==> config.mk <==
export PLATFORM = sky130hd
export DESIGN_NAME = wishbone_slave_xactor
export DESIGN_NICKNAME = d
export VERILOG_FILES = /design/src/rtl/wb_pkg.sv /design/src/rtl/wb_sync_fifo.sv /design/src/rtl/wishbone_slave_xactor.sv
export SDC_FILE = /design/constraint.sdc
export NUM_CORES = 1
export LEC_CHECK = 0
export ABC_AREA = 1
export ABC_CLOCK_PERIOD_IN_PS = 6900
export CAP_MARGIN = 20
export CORE_MARGIN = 2
export CORE_UTILIZATION = 30
export CTS_CLUSTER_DIAMETER = 30
export DETAILED_ROUTE_END_ITERATION = 12
export SLEW_MARGIN = 5
export SYNTH_ARGS = -nofsm -noshare
export SYNTH_HDL_FRONTEND = slang
export SYNTH_SLANG_ARGS = --single-unit
==> constraint.sdc <==
create_clock -name CLK -period 6.9 [get_ports CLK]
set_input_delay 1.38 -clock CLK [delete_from_list [all_inputs] [get_ports CLK]]
set_output_delay 1.38 -clock CLK [all_outputs]
set_load 0.05 [all_outputs]
==> src/rtl/wb_pkg.sv <==
// Shared constants, request layout and FSM state type for the Wishbone slave transactor.
package wb_pkg;

  localparam int unsigned WB_ADDR_W = 32;
  localparam int unsigned WB_DATA_W = 32;
  localparam int unsigned WB_SEL_W  = WB_DATA_W / 8;

  // Field order fixes the flattened layout: we is the MSB, dat the LSBs.
  typedef struct packed {
    logic                 we;
    logic [WB_SEL_W-1:0]  sel;
    logic [WB_ADDR_W-1:0] adr;
    logic [WB_DATA_W-1:0] dat;
  } wb_req_t;

  typedef enum logic [1:0] {
    StIdle,
    StBusy,
    StDrain
  } xactor_state_e;

  function automatic int unsigned req_width(input int unsigned aw, input int unsigned dw);
    return 1 + dw / 8 + aw + dw;
  endfunction

endpackage

==> src/rtl/wb_sync_fifo.sv <==
// Synchronous FIFO with flush; the head entry is driven straight from storage registers.
module wb_sync_fifo #(
  parameter int unsigned DEPTH = 2,
  parameter int unsigned WIDTH = 8,
  localparam int unsigned PTR_W = (DEPTH > 1) ? $clog2(DEPTH) : 1,
  localparam int unsigned CNT_W = $clog2(DEPTH + 1)
) (
  input  logic             i_clk,
  input  logic             i_rst,
  input  logic             i_flush,
  input  logic             i_push,
  input  logic [WIDTH-1:0] i_data,
  input  logic             i_pop,
  output logic [WIDTH-1:0] o_data,
  output logic             o_full,
  output logic             o_empty,
  output logic [CNT_W-1:0] o_count
);

  logic [WIDTH-1:0] r_mem [DEPTH];
  logic [PTR_W-1:0] r_wr_ptr;
  logic [PTR_W-1:0] r_rd_ptr;
  logic [CNT_W-1:0] r_count;
  logic             w_push;
  logic             w_pop;

  assign o_full  = (r_count == CNT_W'(DEPTH));
  assign o_empty = (r_count == '0);
  assign o_count = r_count;
  assign o_data  = r_mem[r_rd_ptr];

  assign w_push = i_push && !o_full && !i_flush;
  assign w_pop  = i_pop && !o_empty && !i_flush;

  always_ff @(posedge i_clk) begin
    if (i_rst || i_flush) begin
      r_wr_ptr <= '0;
      r_rd_ptr <= '0;
      r_count  <= '0;
    end else begin
      if (w_push) r_wr_ptr <= r_wr_ptr + PTR_W'(1);
      if (w_pop) r_rd_ptr <= r_rd_ptr + PTR_W'(1);
      r_count <= r_count + CNT_W'(w_push) - CNT_W'(w_pop);
    end
  end

  // Storage carries no reset; only pointers and count define validity.
  always_ff @(posedge i_clk) begin
    if (w_push) r_mem[r_wr_ptr] <= i_data;
  end

endmodule

==> src/rtl/wishbone_slave_xactor.sv <==
// Wishbone B4 pipelined slave: queues bus requests to a client get port and turns
// in-order client responses into ACK_O/DAT_O, discarding responses orphaned by an abort.
module wishbone_slave_xactor
  import wb_pkg::*;
#(
  parameter int unsigned ADDR_W          = WB_ADDR_W,
  parameter int unsigned DATA_W          = WB_DATA_W,
  parameter int unsigned REQ_DEPTH       = 2,
  parameter int unsigned MAX_OUTSTANDING = 8,
  localparam int unsigned SEL_W          = DATA_W / 8,
  localparam int unsigned REQ_W          = req_width(ADDR_W, DATA_W)
) (
  input  logic              CLK,
  input  logic              RST,
  input  logic              CYC_I,
  input  logic              STB_I,
  input  logic              WE_I,
  input  logic [ADDR_W-1:0] ADR_I,
  input  logic [SEL_W-1:0]  SEL_I,
  input  logic [DATA_W-1:0] DAT_I,
  output logic              STALL_O,
  output logic              ACK_O,
  output logic [DATA_W-1:0] DAT_O,
  output logic [REQ_W-1:0]  client_request_get,
  output logic              RDY_client_request_get,
  input  logic              EN_client_request_get,
  input  logic [DATA_W-1:0] client_response_put,
  input  logic              EN_client_response_put,
  output logic              RDY_client_response_put
);

  localparam int unsigned OUT_W = $clog2(MAX_OUTSTANDING + 1);
  localparam int unsigned CNT_W = $clog2(REQ_DEPTH + 1);
  localparam logic [OUT_W-1:0] MaxOut = OUT_W'(MAX_OUTSTANDING);

  xactor_state_e    r_state;
  xactor_state_e    w_state_d;
  logic [OUT_W-1:0] r_outstanding;
  logic [OUT_W-1:0] w_outstanding_d;
  logic [OUT_W-1:0] r_discard;
  logic [OUT_W-1:0] w_discard_d;
  logic [OUT_W-1:0] w_held;
  logic             r_stall;
  logic             w_stall_d;
  logic             r_ack;
  logic [DATA_W-1:0] r_dat;
  logic             w_accept;
  logic             w_abort;
  logic             w_ack_d;
  logic             w_fifo_full;
  logic             w_fifo_empty;
  logic [CNT_W-1:0] w_fifo_cnt;
  logic [CNT_W-1:0] w_fifo_cnt_d;

  assign w_accept = CYC_I && STB_I && !r_stall;
  assign w_abort  = !CYC_I && (r_outstanding != '0);
  assign w_ack_d  = EN_client_response_put && CYC_I && (r_discard == '0) &&
                    (r_outstanding != '0);

  wb_sync_fifo #(
    .DEPTH (REQ_DEPTH),
    .WIDTH (REQ_W)
  ) u_fifo (
    .i_clk   (CLK),
    .i_rst   (RST),
    .i_flush (w_abort),
    .i_push  (w_accept),
    .i_data  ({WE_I, SEL_I, ADR_I, DAT_I}),
    .i_pop   (EN_client_request_get),
    .o_data  (client_request_get),
    .o_full  (w_fifo_full),
    .o_empty (w_fifo_empty),
    .o_count (w_fifo_cnt)
  );

  // Requests held by the client at abort, including one dequeued in the abort cycle.
  assign w_held = r_outstanding - OUT_W'(w_fifo_cnt) + OUT_W'(EN_client_request_get);

  always_comb begin
    w_outstanding_d = r_outstanding;
    w_discard_d     = r_discard;
    w_fifo_cnt_d    = w_fifo_cnt;
    if (w_abort) begin
      w_outstanding_d = '0;
      w_fifo_cnt_d    = '0;
      w_discard_d     = w_held;
      if (EN_client_response_put && (w_held != '0)) w_discard_d = w_held - OUT_W'(1);
    end else begin
      w_outstanding_d = r_outstanding + OUT_W'(w_accept) - OUT_W'(w_ack_d);
      w_fifo_cnt_d    = w_fifo_cnt + CNT_W'(w_accept) - CNT_W'(EN_client_request_get);
      if (EN_client_response_put && (r_discard != '0)) w_discard_d = r_discard - OUT_W'(1);
    end
    // Stall is registered from next state so it never depends on this cycle's bus inputs.
    w_stall_d = (w_fifo_cnt_d == CNT_W'(REQ_DEPTH)) || (w_outstanding_d == MaxOut) ||
                (w_discard_d != '0);
  end

  always_comb begin
    w_state_d = r_state;
    unique case (r_state)
      StIdle:  if (w_accept) w_state_d = StBusy;
      StBusy: begin
        if (w_abort) w_state_d = (w_discard_d != '0) ? StDrain : StIdle;
        else if (w_outstanding_d == '0) w_state_d = StIdle;
      end
      StDrain: if (w_discard_d == '0) w_state_d = StIdle;
      default: w_state_d = StIdle;
    endcase
  end

  always_ff @(posedge CLK) begin
    if (RST) begin
      r_state       <= StIdle;
      r_outstanding <= '0;
      r_discard     <= '0;
      r_stall       <= 1'b1;
      r_ack         <= 1'b0;
      r_dat         <= '0;
    end else begin
      r_state       <= w_state_d;
      r_outstanding <= w_outstanding_d;
      r_discard     <= w_discard_d;
      r_stall       <= w_stall_d;
      r_ack         <= w_ack_d;
      if (w_ack_d) r_dat <= client_response_put;
    end
  end

  assign STALL_O                 = r_stall;
  assign ACK_O                   = r_ack;
  assign DAT_O                   = r_dat;
  assign RDY_client_request_get  = !w_fifo_empty;
  assign RDY_client_response_put = 1'b1;

  a_stall_not_full: assert property (@(posedge CLK) disable iff (RST)
    !STALL_O |-> !w_fifo_full);
  a_ack_has_cyc: assert property (@(posedge CLK) disable iff (RST)
    ACK_O |-> $past(CYC_I));
  a_outstanding_max: assert property (@(posedge CLK) disable iff (RST)
    r_outstanding <= MaxOut);
  a_get_when_rdy: assert property (@(posedge CLK) disable iff (RST)
    EN_client_request_get |-> RDY_client_request_get);
  a_idle_is_clear: assert property (@(posedge CLK) disable iff (RST)
    (r_state == StIdle) |-> (r_outstanding == '0) && (r_discard == '0));

endmodule

# --- After elaboration in Yosys (flattened, before gate mapping) ---
# Memories as Yosys holds them, arrays and structs flattened. A register that Yosys moved wholly into a read port is not among the register bits.
# Cells that the tools add are included.
totals:
  latch_bits: 0
  romBits: 0
  inputBits: 107
  ff_bits: 46
  word_cells: 59
  memories: 1
  mem_bits_rw: 138
classes:
  n_addsub: 12
  n_eq_ne: 3
  bitwise: 0
  div_mod_pow: 0
  mul: 0
  reduce_logical: 26
  n_lt_le_gt_ge: 0
  shifts: 0
  muxes: 9
memory_table:
  columns: ["memory", "depth", "word_bits", "read_ports", "rd_ports_with_merged_regs", "wr", "line_no", "source"]
  rows:
  - ["u_fifo.r_mem", 2, 69, 1, 1, 1, "wb_sync_fifo.sv:20", "logic [WIDTH-1:0] r_mem [DEPTH];"]
ops:
  columns: ["op", "n"]
  rows:
  - ["$mux 4", 4]
  - ["$reduce_bool 4->1", 4]
  - ["$logic_and 1x1->1", 12]
  - ["$add 4x1->4", 2]
  - ["$sub 4x1->4 const B", 2]
  - ["$logic_not 1->1", 5]
  - ["$add 2x1->2", 2]
  - ["$eq 2x2->1 const B", 2]
  - ["$eq 4x4->1 const B", 1]
  - ["$logic_not 4->1", 1]
  - ["$mux 1", 4]
  - ["$sub 2x1->2", 2]
  - ["$sub 4x1->4", 1]
  - ["$sub 4x2->4", 1]
  - ["$logic_or 1x1->1", 3]
  - ["$add 1x1->1 const B", 2]
  - ["$logic_not 2->1", 1]
  - ["$mux 2", 1]

# --- Longest topological paths before layout ---
depth:
  ltp_word: 8
  mapped_depth: 18

# --- Hierarchy ---
# A second synthesis with hierarchy kept.
hier_totals:
  cells_unflattened: 548
  hier_area_um2: 7370.8
modules_own_cells:
  columns: ["module", "instances", "cells_each", "area_each_um2", "seq_area_each_um2"]
  rows:
  - ["wb_sync_fifo", 1, 258, 5291.3, 4244.1]
  - ["wishbone_slave_xactor", 1, 290, 2079.5, 840.8]

# --- Least setup slack after synthesis ---
# Ideal clock, no wire load.
synth_timing:
  path_kind: "input port to flip-flop"
  start: "in CYC_I"
  end: "mem u_fifo.r_mem[0][0] in the netlist's numbering (enable)"
  setup_slack_ns: 1.639
  setup_ns: 0.498
  t_required_ns: 6.402
  arrival_ns: 4.764
  cell_stages: 6
  cell_sequence: "inv_1 > nor2_1 > nand2_1 > a21oi_1 > inv_1 > nor2_1"
synth_via:
  elab_chain_len: 6
synth_rtl:
  columns: ["element", "line_no", "source"]
  rows:
  - ["start, declared", "wishbone_slave_xactor.sv:15", "input logic CYC_I,"]
  - ["$logic_and 1x1->1 / $logic_not 1->1 (equally long branches)", "wishbone_slave_xactor.sv:55, wishbone_slave_xactor.sv:56", null]
  - ["$logic_and 1x1->1, on equally long branches", "wishbone_slave_xactor.sv:55, wishbone_slave_xactor.sv:56", null]
  - ["$logic_and 1x1->1 / $logic_not 1->1 (equally long branches)", "wb_sync_fifo.sv:32", "assign w_push = i_push && !o_full && !i_flush;"]
  - ["$logic_and 1x1->1 (*)", "wb_sync_fifo.sv:32", null]
  - ["net u_fifo.w_push", "wb_sync_fifo.sv:24", "logic w_push;"]
  - ["$mux 1 (*)", "wb_sync_fifo.sv:49", "if (w_push) r_mem[r_wr_ptr] <= i_data;"]
  - ["$mux 1 (implied by the code) (*)", "wb_sync_fifo.sv:49", null]
  - ["end, declared", "wb_sync_fifo.sv:20", null]
# Mark *: on every way through the listed nets, which the timed path passes. The rest lies on a longest branch.

==> summary.log <==
[global_routing] wire length of the first global-routing pass 25700 um
[sta] final hold slack 515 ps
[sta] clock skew after layout 8.30 ps
[global_routing] global routing's busiest layer met2
[power] Worst VDD drop 0.000134 V
[drt] routed length per placed instance 15.3 um
[global_routing] met2 Usage GRT 0.194
[clock_network] Worst-Skew Late Latency 420 ps
[floorplan] number of core rows 56
[sta] accumulated negative setup slack 0 ps
[worst_hold_path] worst hold path endpoint DAT_O[30]
[logic_synthesis] cell area after technology mapping 7260 sq um
[clock_network] number of setup buffers added after CTS 0
[logic_synthesis] proportion of register bits with asynchronous set or reset after synthesis 0
[clock_network] clock transition at the registers of the reported paths 70 ps
[sta] endpoints failing setup 0
[logic_synthesis] complex-gate fraction of the synthesized area 0.0290
[drt] starting DRC count in detailed routing 216
[worst_setup_path] arrival time of data at the critical path endpoint 3070 ps
[logic_synthesis] cell type with the highest aggregate area in the netlist edfxtp_1
[final_layout] Final Non-Filler Cells 1075
[final_layout] final layout net count 870
[floorplan] Die Area 25400 sq um
[logic_synthesis] number of warning messages in the yosys log 0
[logic_synthesis] count of distinct cell types in the synthesized netlist 25
[drt] Residual DRC 0
[global_routing] total routing resource utilization after global routing 0.130
[logic_synthesis] number of synthesized flops with an enable pin 138
[worst_setup_path] Worst R2R Setup Slack 4380 ps
[logic_synthesis] Primary FF master, synth edfxtp_1
[worst_setup_path] length in cells of the worst reg-to-reg path 16
[floorplan] Horiz. Die Dim 160 um
[clock_network] CTS Hold Bufs 0
[sta] post-route setup slack 2450 ps
[final_layout] Area growth, synth to finish 41.5%
[final_layout] share of cells above drive strength 1 0.148
[logic_synthesis] Seq/Total Area, Yosys 0.701
[sta] setup repair after global routing missed its margin false
[logic_synthesis] area share of the leading cell type in the synthesized netlist 0.571
[clock_network] cts bufs inserted 17
[drt] routed vias 4678
[worst_hold_path] Hold Path Origin DAT_O[30]
[clock_network] total of cells resized after clock tree synthesis 0
[worst_setup_path] required time worst endpoint 5520 ps
[logic_synthesis] synthesized area per cell 13.7 sq um
[global_routing] pin count of the biggest net entering global routing 70
[status] status completed
[worst_setup_path] category of the critical setup timing path flop to output pin
[drt] number of search-and-repair iterations in the first detailed-routing pass 5
[floorplan] starting density of the core 0.307
[placement] routability cong. 0.743
[flow_run] maximum capacitance violations 0
[logic_synthesis] synthesized-area fraction occupied by and/or/nand/nor cells 0.0843
[worst_setup_path] Worst Setup Start Kind flop
[floorplan] Die Ht 160 um
[global_routing] grt met3 use 0.0479
[worst_setup_path] element type at the critical path end output pin
[floorplan] number of placed I/O pins 212
[worst_hold_path] worst hold stages 2
[sta] headroom to the max-slew limit 0.333
[sta] time the worst path needs with I/O delays and setup 4450 ps
[placement] placed instance count 1044
[sta] endpoints failing hold 0
[logic_synthesis] Post-Syn Nets 656
[placement] dpl ws 2830 ps
[clock_network] buffers from clock root to sink, at most 2
[sta] measured slew at the worst slew-check pin 1000 ps
[worst_setup_path] maximum net fanout on the critical path 39
[drt] drt via density 4.35
[worst_setup_path] destination of the worst register-to-register timing path STALL_O
[global_routing] vias in the first global route 4704
[power] PwrDens 326 nW/um^2
[logic_synthesis] most repeated cell in the gate-level netlist after synthesis edfxtp_1
[logic_synthesis] most area-consuming cells after synthesis edfxtp_1 57%, dfxtp_1 13%, mux2_2 11%
[clock_network] H-tree level count 4
[final_layout] diodes inserted 0
[sta] fin. max-slew vios 0
[worst_setup_path] reg-to-reg startpoint r_outstanding[0]
[clock_network] clock sink total 185
[power] P_leak 3.72 nW
[sta] Tcrit/Tclk final 0.645
[sta] Highest Clock Rate 225 MHz
[global_routing] initial antenna violation count 0
[placement] DPL Wire Length 11100 um
[logic_synthesis] dominant combinational cell family by area after synthesis multiplexers
[placement] count of port buffers added during placement 210
[logic_synthesis] Seq cells post-synth 185
[clock_network] Root Buffer clkbuf_16
[drt] Post-DRT Antenna Nets 0
[global_routing] GR met1 Demand/Resource 0.176
[logic_synthesis] proportion of synthesized area in mux cells 0.107
[logic_synthesis] adder-cell share of the synthesized area 0.0348
[logic_synthesis] number of cells produced by synthesis 530
[logic_synthesis] fraction of synthesized cell area in xor and xnor cells 0.00724
[drt] Detailed Route WL 16500 um
[global_routing] total global routing overflow 0
[floorplan] core box area 23600 sq um
[logic_synthesis] most used standard cells in the synthesized netlist 138 x edfxtp_1, 85 x nor2_1, 69 x mux2_2, 47 x dfxtp_1, 42 x nand2_1
[clock_network] CTS tree done
[power] PnR Total Power 3.35 mW
[worst_hold_path] class of the worst hold path flop to flop
==> power by group <==
group          switching (mW)  internal, mW
combinational           0.678         0.408
sequential             0.0489          1.26
clock                   0.470         0.486
==> layout make-up <==
cell class | count | area (sq um)
fillers | 2182 | 13300
flip-flops and latches | 185 | 5090
repair buffers | 214 | 2130
multi-input cells | 286 | 1920
clock buffers | 17 | 425
well taps | 319 | 399
clock inverters | 14 | 151
inverters | 40 | 150
==> layer usage <==
metal,vias up,share of wire
met5,-,0
met4,0,0.015
met3,20,0.077
li1,2277,-
met1,2195,0.47
met2,186,0.44
==> sequential cells by signal (all words and copies together) (netlist names), named ones only <==
name             cells
r_discard            4
ACK_O                1
u_fifo.o_count       2
u_fifo.r_rd_ptr      1
r_outstanding        4
u_fifo.r_mem       138
DAT_O               32
u_fifo.r_wr_ptr      1
STALL_O              1
==> cells by family (layout without fill, tap and decap cells) <==
group,Yosys count,in the layout
flip-flops,185,185
AND/OR/NAND/NOR,150,150
multiplexers,69,69
buffers and inverters,59,285
AO/OA/AOI/OAI,41,41
adder cells (fa/ha/maj),19,19
XOR/XNOR,6,6
other,1,1
==> cell usage in the layout (no fill, tap or decap), types with 2 or more instances in the layout <==
master / synthesis / layout
nor2_4: 0 / 2
inv_8: 0 / 6
mux2_2: 69 / 69
xnor2_1: 4 / 4
dfxtp_1: 47 / 46
nand3_1: 18 / 18
inv_1: 38 / 38
inv_2: 2 / 2
clkbuf_16: 0 / 17
fa_1: 2 / 2
a21oi_1: 6 / 6
xor2_1: 2 / 2
nor2_1: 85 / 83
buf_4: 2 / 4
nand4_1: 2 / 2
ha_1: 17 / 17
edfxtp_1: 138 / 138
o21ai_0: 33 / 33
clkdlybuf4s50_1: 0 / 210
nand2_1: 42 / 42
clkinv_4: 0 / 4
==> how the worst max path moves through the flow <==
stage                from                     end  slack (ps)  cells past startpoint
floorplan           CYC_I      u_fifo.r_mem[0][0]        1640                      6
global placement    CYC_I     u_fifo.r_mem[0][20]        2780                      8
detailed placement  CYC_I     u_fifo.r_mem[0][20]        2830                      8
CTS                  flop  client_request_get[18]        2350                      3
global route         flop   client_request_get[6]        2260                      3
finish               flop  client_request_get[57]        2450                      3
==> worst max-delay path: stages (launching register included) <==
cell and delay (ps):
dfxtp_2 990, buf_4 520, mux2_2 400, clkdlybuf4s50_1 700
==> per-stage QoR <==
stage	area [sq um]	utilization
after floorplan	7260	-
after global placement	9690	0.410
after detailed placement	9690	0.410
after CTS	10300	0.435
after global routing	10300	0.435
final	10300	0.435
(Power assumes the default switching activity.)
